`config.mk`:
```
export PLATFORM = sky130hd
export DESIGN_NAME = fpga_bringup_sequencer_flat
export DESIGN_NICKNAME = d
export VERILOG_FILES = /design/src/rtl/fpga_bringup_sequencer_if.sv /design/src/rtl/fpga_bringup_sequencer.sv /design/src/flat_wrapper.sv
export SDC_FILE = /design/constraint.sdc
export NUM_CORES = 1
export LEC_CHECK = 0
export ABC_AREA = 1
export BUFFER_PORTS_ARGS = -buffer_cell sky130_fd_sc_hd__buf_2
export CORE_ASPECT_RATIO = 1.1
export CORE_MARGIN = 2
export CORE_UTILIZATION = 35
export DETAILED_ROUTE_END_ITERATION = 8
export SYNTH_ARGS = -nofsm -noshare
export SYNTH_HDL_FRONTEND = slang
export SYNTH_SLANG_ARGS = --single-unit
```
`constraint.sdc`:
```
create_clock -name clk -period 2.07 [get_ports clk]
set_clock_uncertainty 0.15 [all_clocks]
set_input_delay 0.207 -clock clk [delete_from_list [all_inputs] [get_ports clk]]
set_output_delay 0.207 -clock clk [all_outputs]
set_load 0.03 [all_outputs]
```
`src/rtl/fpga_bringup_sequencer_if.sv`:
```
// ---------------------------------------------------------------------------
// fpga_bringup_sequencer_if
// Bus bundle between the bring-up sequencer and the loader, soft CPU and
// program RAM.
//   Loader : ld_load (seq->ld), ld_addr/ld_we/ld_data/ld_done (ld->seq)
//   CPU    : cpu_reset/cpu_rdy/cpu_di (seq->cpu), cpu_do/cpu_we/cpu_lh (cpu->seq)
//   RAM    : ram_addr/ram_we/ram_re/ram_din (seq->ram), ram_dout (ram->seq)
// The master modport is the sequencer; slave is the environment side.
// ---------------------------------------------------------------------------
interface fpga_bringup_sequencer_if #(
    parameter int ADDR_W = 16,
    parameter int DATA_W = 8
);
    logic              ld_load;
    logic [ADDR_W-1:0] ld_addr;
    logic              ld_we;
    logic [DATA_W-1:0] ld_data;
    logic              ld_done;

    logic              cpu_reset;
    logic              cpu_rdy;
    logic [DATA_W-1:0] cpu_do;
    logic              cpu_we;
    logic [2:0]        cpu_lh;
    logic [DATA_W-1:0] cpu_di;

    logic [ADDR_W-1:0] ram_addr;
    logic              ram_we;
    logic              ram_re;
    logic [DATA_W-1:0] ram_din;
    logic [DATA_W-1:0] ram_dout;

    modport master (
        output ld_load,
        input  ld_addr, ld_we, ld_data, ld_done,
        output cpu_reset, cpu_rdy, cpu_di,
        input  cpu_do, cpu_we, cpu_lh,
        output ram_addr, ram_we, ram_re, ram_din,
        input  ram_dout
    );

    modport slave (
        input  ld_load,
        output ld_addr, ld_we, ld_data, ld_done,
        input  cpu_reset, cpu_rdy, cpu_di,
        output cpu_do, cpu_we, cpu_lh,
        input  ram_addr, ram_we, ram_re, ram_din,
        output ram_dout
    );
endinterface

```
`src/rtl/fpga_bringup_sequencer.sv`:
```
// ---------------------------------------------------------------------------
// fpga_bringup_sequencer
// Brings a soft CPU up from power-on: holds it in reset, lets the loader fill
// program RAM, waits a settle interval, runs the CPU against RAM until it
// writes the halt mailbox or exhausts its cycle budget, then exposes a small
// result window one word at a time under a step button.
// Ports:
//   clk, rst_n     clock, asynchronous active-low reset
//   start          run enable level; dropping it returns to IDLE
//   step           button level; rising edge advances the dump index in DUMP
//   bus            loader / CPU / RAM bundle (master side)
//   disp_data      registered RAM word at DUMP_BASE+disp_idx
//   disp_idx       current dump index
//   halted,timeout why RUN ended
//   state          FSM state (IDLE=0 RESET=1 LOAD=2 SETTLE=3 RUN=4 DUMP=5)
// ---------------------------------------------------------------------------
module fpga_bringup_sequencer #(
    parameter int          ADDR_W        = 16,
    parameter int          DATA_W        = 8,
    parameter int          RESET_CYCLES  = 8,
    parameter int          SETTLE_CYCLES = 6,
    parameter int          RUN_BUDGET    = 2444,
    parameter int unsigned DUMP_BASE     = 32'hE200,
    parameter int          DUMP_LEN      = 4,
    parameter int unsigned MAILBOX_ADDR  = 32'hFFF0
) (
    input  logic                      clk,
    input  logic                      rst_n,
    input  logic                      start,
    input  logic                      step,
    fpga_bringup_sequencer_if.master  bus,
    output logic [DATA_W-1:0]         disp_data,
    output logic [7:0]                disp_idx,
    output logic                      halted,
    output logic                      timeout,
    output logic [2:0]                state
);

    typedef enum logic [2:0] {
        S_IDLE   = 3'd0,
        S_RESET  = 3'd1,
        S_LOAD   = 3'd2,
        S_SETTLE = 3'd3,
        S_RUN    = 3'd4,
        S_DUMP   = 3'd5
    } state_t;

    localparam logic [31:0]       RESET_LAST  = 32'(RESET_CYCLES - 1);
    localparam logic [31:0]       SETTLE_LAST = 32'(SETTLE_CYCLES - 1);
    localparam logic [31:0]       RUN_LAST    = 32'(RUN_BUDGET - 1);
    localparam logic [7:0]        IDX_LAST    = 8'(DUMP_LEN - 1);
    localparam logic [ADDR_W-1:0] MBOX        = ADDR_W'(MAILBOX_ADDR);
    localparam logic [ADDR_W-1:0] DBASE       = ADDR_W'(DUMP_BASE);

    state_t              r_state;
    state_t              w_next;
    logic [31:0]         r_cnt;
    logic [DATA_W-1:0]   r_addr_lo;
    logic [DATA_W-1:0]   r_addr_hi;
    logic [DATA_W-1:0]   r_disp_data;
    logic [7:0]          r_disp_idx;
    logic                r_halted;
    logic                r_timeout;
    logic                r_step_d;

    logic [ADDR_W-1:0]   w_cpu_addr;
    logic                w_run_we;
    logic                w_run_re;
    logic                w_mbox_hit;
    logic                w_step_rise;
    logic                w_halt_set;
    logic                w_tmo_set;

    // CPU address is serialized a byte at a time; cpu_lh tells which phase.
    assign w_cpu_addr  = ADDR_W'({r_addr_hi, r_addr_lo});
    assign w_run_we    = bus.cpu_we & (bus.cpu_lh == 3'd5);
    assign w_run_re    = ~w_run_we & (bus.cpu_lh == 3'd3);
    assign w_mbox_hit  = w_run_we && (w_cpu_addr == MBOX) && (bus.cpu_do != '0);
    assign w_step_rise = step & ~r_step_d;

    assign bus.cpu_di = bus.ram_dout;
    assign disp_data  = r_disp_data;
    assign disp_idx   = r_disp_idx;
    assign halted     = r_halted;
    assign timeout    = r_timeout;
    assign state      = r_state;

    // State register
    always_ff @(posedge clk or negedge rst_n) begin
        if (!rst_n) begin
            r_state <= S_IDLE;
        end else begin
            r_state <= w_next;
        end
    end

    // Next state and all bus outputs, decoded from the current state so an
    // asynchronous reset removes any RAM write strobe immediately.
    always_comb begin
        w_next        = r_state;
        w_halt_set    = 1'b0;
        w_tmo_set     = 1'b0;
        bus.ld_load   = 1'b0;
        bus.cpu_reset = 1'b1;
        bus.cpu_rdy   = 1'b0;
        bus.ram_addr  = '0;
        bus.ram_we    = 1'b0;
        bus.ram_re    = 1'b0;
        bus.ram_din   = '0;

        case (r_state)
            S_IDLE: begin
                w_next = S_RESET;
            end
            S_RESET: begin
                if (r_cnt == RESET_LAST) w_next = S_LOAD;
            end
            S_LOAD: begin
                bus.ld_load  = 1'b1;
                bus.ram_addr = bus.ld_addr;
                bus.ram_we   = bus.ld_we;
                bus.ram_din  = bus.ld_data;
                if (bus.ld_done) w_next = S_SETTLE;
            end
            S_SETTLE: begin
                bus.cpu_reset = 1'b0;
                if (r_cnt == SETTLE_LAST) w_next = S_RUN;
            end
            S_RUN: begin
                bus.cpu_reset = 1'b0;
                bus.cpu_rdy   = 1'b1;
                bus.ram_addr  = w_cpu_addr;
                bus.ram_we    = w_run_we;
                bus.ram_re    = w_run_re;
                bus.ram_din   = bus.cpu_do;
                // A mailbox halt wins over budget expiry in the same cycle.
                if (w_mbox_hit) begin
                    w_next     = S_DUMP;
                    w_halt_set = 1'b1;
                end else if (r_cnt == RUN_LAST) begin
                    w_next    = S_DUMP;
                    w_tmo_set = 1'b1;
                end
            end
            S_DUMP: begin
                bus.cpu_reset = 1'b0;
                bus.ram_re    = 1'b1;
                bus.ram_addr  = DBASE + ADDR_W'(r_disp_idx);
            end
            default: begin
                w_next = S_IDLE;
            end
        endcase

        if (!start) w_next = S_IDLE;
    end

    // Phase counter: restarts on every state change, runs only in timed states.
    always_ff @(posedge clk or negedge rst_n) begin
        if (!rst_n) begin
            r_cnt <= '0;
        end else if (w_next != r_state) begin
            r_cnt <= '0;
        end else if (r_state == S_RESET || r_state == S_SETTLE || r_state == S_RUN) begin
            r_cnt <= r_cnt + 32'd1;
        end else begin
            r_cnt <= '0;
        end
    end

    // Address byte capture
    always_ff @(posedge clk or negedge rst_n) begin
        if (!rst_n) begin
            r_addr_lo <= '0;
            r_addr_hi <= '0;
        end else if (r_state == S_RESET) begin
            r_addr_lo <= '0;
            r_addr_hi <= '0;
        end else if (r_state != S_IDLE) begin
            if (bus.cpu_lh == 3'd0) r_addr_lo <= bus.cpu_do;
            if (bus.cpu_lh == 3'd2) r_addr_hi <= bus.cpu_do;
        end
    end

    // Status flags and dump index
    always_ff @(posedge clk or negedge rst_n) begin
        if (!rst_n) begin
            r_halted   <= 1'b0;
            r_timeout  <= 1'b0;
            r_disp_idx <= '0;
            r_step_d   <= 1'b0;
        end else begin
            r_step_d <= step;
            if (!start) begin
                r_halted   <= 1'b0;
                r_timeout  <= 1'b0;
                r_disp_idx <= '0;
            end else begin
                if (w_halt_set) r_halted  <= 1'b1;
                if (w_tmo_set)  r_timeout <= 1'b1;
                if (r_state == S_DUMP && w_step_rise) begin
                    r_disp_idx <= (r_disp_idx == IDX_LAST) ? 8'd0 : r_disp_idx + 8'd1;
                end
            end
        end
    end

    // Dump display register: RAM read data lands one cycle after the address.
    always_ff @(posedge clk or negedge rst_n) begin
        if (!rst_n) begin
            r_disp_data <= '0;
        end else if (r_state == S_DUMP) begin
            r_disp_data <= bus.ram_dout;
        end
    end

endmodule
```
`src/flat_wrapper.sv`:
```
// flat-port wrapper written by rule: the top's interface ports become plain ports
module fpga_bringup_sequencer_flat 
#(
    parameter int          ADDR_W        = 16,
    parameter int          DATA_W        = 8,
    parameter int          RESET_CYCLES  = 8,
    parameter int          SETTLE_CYCLES = 6,
    parameter int          RUN_BUDGET    = 2444,
    parameter int unsigned DUMP_BASE     = 32'hE200,
    parameter int          DUMP_LEN      = 4,
    parameter int unsigned MAILBOX_ADDR  = 32'hFFF0
)
  (clk, rst_n, start, step, disp_data, disp_idx, halted, timeout, state, bus_ld_load, bus_ld_addr, bus_ld_we, bus_ld_data, bus_ld_done, bus_cpu_reset, bus_cpu_rdy, bus_cpu_di, bus_cpu_do, bus_cpu_we, bus_cpu_lh, bus_ram_addr, bus_ram_we, bus_ram_re, bus_ram_din, bus_ram_dout);
  fpga_bringup_sequencer_if #(.ADDR_W(ADDR_W), .DATA_W(DATA_W)) bus_i ();
  input  logic clk;
  input  logic rst_n;
  input  logic start;
  input  logic step;
  output logic [DATA_W-1:0] disp_data;
  output logic [7:0] disp_idx;
  output logic halted;
  output logic timeout;
  output logic [2:0] state;
  output wire logic [$bits(bus_i.ld_load)-1:0] bus_ld_load;
  input wire logic [$bits(bus_i.ld_addr)-1:0] bus_ld_addr;
  input wire logic [$bits(bus_i.ld_we)-1:0] bus_ld_we;
  input wire logic [$bits(bus_i.ld_data)-1:0] bus_ld_data;
  input wire logic [$bits(bus_i.ld_done)-1:0] bus_ld_done;
  output wire logic [$bits(bus_i.cpu_reset)-1:0] bus_cpu_reset;
  output wire logic [$bits(bus_i.cpu_rdy)-1:0] bus_cpu_rdy;
  output wire logic [$bits(bus_i.cpu_di)-1:0] bus_cpu_di;
  input wire logic [$bits(bus_i.cpu_do)-1:0] bus_cpu_do;
  input wire logic [$bits(bus_i.cpu_we)-1:0] bus_cpu_we;
  input wire logic [$bits(bus_i.cpu_lh)-1:0] bus_cpu_lh;
  output wire logic [$bits(bus_i.ram_addr)-1:0] bus_ram_addr;
  output wire logic [$bits(bus_i.ram_we)-1:0] bus_ram_we;
  output wire logic [$bits(bus_i.ram_re)-1:0] bus_ram_re;
  output wire logic [$bits(bus_i.ram_din)-1:0] bus_ram_din;
  input wire logic [$bits(bus_i.ram_dout)-1:0] bus_ram_dout;
  assign bus_ld_load = bus_i.ld_load;
  assign bus_i.ld_addr = bus_ld_addr;
  assign bus_i.ld_we = bus_ld_we;
  assign bus_i.ld_data = bus_ld_data;
  assign bus_i.ld_done = bus_ld_done;
  assign bus_cpu_reset = bus_i.cpu_reset;
  assign bus_cpu_rdy = bus_i.cpu_rdy;
  assign bus_cpu_di = bus_i.cpu_di;
  assign bus_i.cpu_do = bus_cpu_do;
  assign bus_i.cpu_we = bus_cpu_we;
  assign bus_i.cpu_lh = bus_cpu_lh;
  assign bus_ram_addr = bus_i.ram_addr;
  assign bus_ram_we = bus_i.ram_we;
  assign bus_ram_re = bus_i.ram_re;
  assign bus_ram_din = bus_i.ram_din;
  assign bus_i.ram_dout = bus_ram_dout;
  fpga_bringup_sequencer #(.ADDR_W(ADDR_W), .DATA_W(DATA_W), .RESET_CYCLES(RESET_CYCLES), .SETTLE_CYCLES(SETTLE_CYCLES), .RUN_BUDGET(RUN_BUDGET), .DUMP_BASE(DUMP_BASE), .DUMP_LEN(DUMP_LEN), .MAILBOX_ADDR(MAILBOX_ADDR)) u_core (.clk(clk), .rst_n(rst_n), .start(start), .step(step), .bus(bus_i), .disp_data(disp_data), .disp_idx(disp_idx), .halted(halted), .timeout(timeout), .state(state));
endmodule
```
==> metrics <==
fin util 51.2%; CP endpoint kind register; CTS tree built; maximum VDD drop 0.000326 V; overall die height 124 um; first-pass GRT wire length about 22000 um; most frequent cells in the layout 130 x nand2_1, 93 x buf_2, 68 x buf_4, 64 x dfrtp_1, 58 x inv_1; Mean Syn Cell Area 7.73 um^2; largest fanout on the critical path 5; Final Non-Filler Cells approximately 940; vias in the first global route roughly 4600; core region area 0.0127 mm^2; sequential cell area fraction in the yosys report 38.2%; period utilisation layout approximately 100%; RR Startpoint u_core.r_cnt[0]$_DFF_PN0_; Initial Util 36.1%; via count 4808; RSZ-0062 raised after global routing true; I/O pins 108; R2R depth 12; Syn Nets 646; Congestion Overflow GR 0; router iterations before antenna repair 7; Max Clk Rate 483 MHz; r2r endpoint u_core.r_cnt[30]$_DFF_PN0_; Netlist Area Pre-Place roughly 0.0046 mm^2; Hold Path Stages 2; Post-DP HPWL 10100 um; die width 113 um; R2R setup slack 0.001 ns; antenna violations before repair 0; clock latency on the worst-skew pair ~0.34 ns; post-synthesis cell type count 43; clock-pin slew on the worst setup and hold paths roughly 0.050 ns; flops & latches, synth 70; worst slew pin tran ~0.4 ns; most common cell after layout, fill and taps aside nand2_1; fin nets 826; largest net degree at the start of global routing 71; CTS root buf clkbuf_16; leakage around 2.9 nW; area delta synth->final 41.9%; CTS sink count 70; critical path startpoint category register; Sum Neg Setup Slack 0 ns; Num CTS Buffers 9; CP Data Required Time ~2.1 ns; share of cells above drive strength 1 roughly two fifths; hold worst-path end u_core.halted$_DFFE_PN0P_; H-tree depth 3; max-cap viol count 0; antenna cell count 0; WL final roughly 14000 um; slew margin rel. 73.1%; die area 0.0140 mm^2; Hold Path Class input port to register; Total Power 3.38 mW; status finished with violations; cell row count 43; violated checks design-rule violations; hold path startpoint start; yosys warns 0; Cells after Synth 593; Setup CP Type register to register; Final min period 2.07 ns; drt drc 19; drt via density 5.14; CP arrival 2.14 ns; overall routing resource usage 19.4%; count of final setup violators 0; Final ANT Viol Nets 0; WHS around 0.018 ns; DR WL/cell 15.0 um; placed cells 889; pwr dens 520 mW/mm^2; IO buf count ~110; max-slew violations 0; global placer's final weighted congestion 0.928; clk buf depth 2; DR iter-0 viols 299; Hold Fails Final Rpt 0
==> routing by layer <==
layer / vias up / GRT usage [%] / part of all wire [%]
met3: 22 / 4.82 / 6.4
met4: 0 / 8.00 / 2.2
met2: 166 / 34.8 / 51
met5: - / 0 / 0
li1: 2324 / - / -
met1: 2296 / 22.3 / 40
==> state kept, by name (all words and copies together) (netlist names) <==
register	cells
u_core.state	3
u_core.disp_data	8
u_core.r_step_d	1
u_core.r_cnt	32
u_core.timeout	1
u_core.r_addr_lo	8
u_core.r_addr_hi	8
u_core.halted	1
u_core.disp_idx	8
==> worst max-delay path, cell delays in order, from the launching register on <==
cell and delay [ns]:
dfrtp_1 0.41, ha_4 0.17, nand2_1 0.08, nor2_2 0.11
nand2_1 0.09, nor2_2 0.14, inv_2 0.09, nor2_4 0.09
nand3b_1 0.13, nor2_2 0.18, a21oi_1 0.10, o21ai_2 0.18
nor2_4 0.05
==> stage by stage <==
| step | instance area [um^2] | setup WS [ns] |
|---|---|---|
| after floorplan | 4600 | -0.238 |
| after detailed placement | 5610 | -0.0981 |
| after global placement | 5610 | -0.148 |
| final | 6500 | 0.00110 |
| after global routing | 6500 | -0.217 |
| after CTS | 6190 | -0.0164 |
==> power breakdown <==
group / switching [mW] / internal (mW) / total (mW)
sequential: 0.0588 / 1.43 / 1.49
clock: 0.573 / 0.837 / 1.41
combinational: 0.291 / 0.189 / 0.479
==> worst max-delay path by stage <==
stage                                    from                    endpoint  slack, ns  cells past startpoint
floorplan           u_core.state[1]$_DFF_PN0_                  bus_ram_re      -0.24                      4
global placement    u_core.r_cnt[0]$_DFF_PN0_  u_core.r_cnt[24]$_DFF_PN0_      -0.15                     11
detailed placement  u_core.r_cnt[0]$_DFF_PN0_  u_core.r_cnt[24]$_DFF_PN0_       -0.1                     11
CTS                 u_core.r_cnt[1]$_DFF_PN0_  u_core.r_cnt[17]$_DFF_PN0_      -0.02                     15
global route        u_core.r_cnt[7]$_DFF_PN0_  u_core.r_cnt[14]$_DFF_PN0_      -0.22                     14
finish              u_core.r_cnt[0]$_DFF_PN0_  u_core.r_cnt[30]$_DFF_PN0_      0.001                     12
==> final cells by class <==
| type | count | area (um^2) |
|---|---|---|
| Fill cell | 1181 | 6190 |
| Multi-Input combinational cell | 432 | 2580 |
| Sequential cell | 70 | 1760 |
| Timing Repair Buffer | 194 | 1440 |
| Inverter | 66 | 255 |
| Clock buffer | 10 | 239 |
| Tap cell | 157 | 196 |
| Clock inverter | 6 | 37.5 |
==> cell usage after synthesis, drive strengths merged <==
master,instances,area share [%]
a22o,4,0.76
nor4,7,0.96
nand3,35,4.0
a31oi,1,0.14
clkbuf,7,0.57
nand3b,7,1.1
a32o,9,2.0
nand4,14,1.9
a21oi,17,1.9
inv,66,5.4
a21o,1,0.16
a221o,4,0.87
dfrtp,70,38
nor2,106,14
ha,3,0.82
nor3b,1,0.27
o211ai,6,0.98
o32ai,1,0.19
o41ai,1,0.19
nand2,137,12
nor3,25,3.1
o21a,2,0.33
a211oi,1,0.27
or2,7,0.96
o21ai,35,3.8
xor2,3,0.57
a41oi,1,0.19
o221ai,4,0.76
buf,18,3.7
==> kinds of logic (layout without fill, tap and decap cells) <==
logic type,after synthesis,in the layout,synth area share [%]
XOR/XNOR,3,3,0.573
AND/OR/NAND/NOR,339,339,38.2
flip-flops,70,70,38.2
AO/OA/AOI/OAI,87,87,12.6
buffers and inverters,91,276,9.64
adder cells (fa/ha/maj),3,3,0.819
==> repair_timing <==
action                                 in CTS  in global routing
setup endpoints to repair                  58                 53
hold buffers                               10                  0
setup buffers                               7                  9
gates resized for setup                    27                 55
pin swaps                                   3                 11
cloned                                      2                  2
endpoints found under the hold margin      79                  0
No activity file was read; power rests on OpenSTA's default activity.
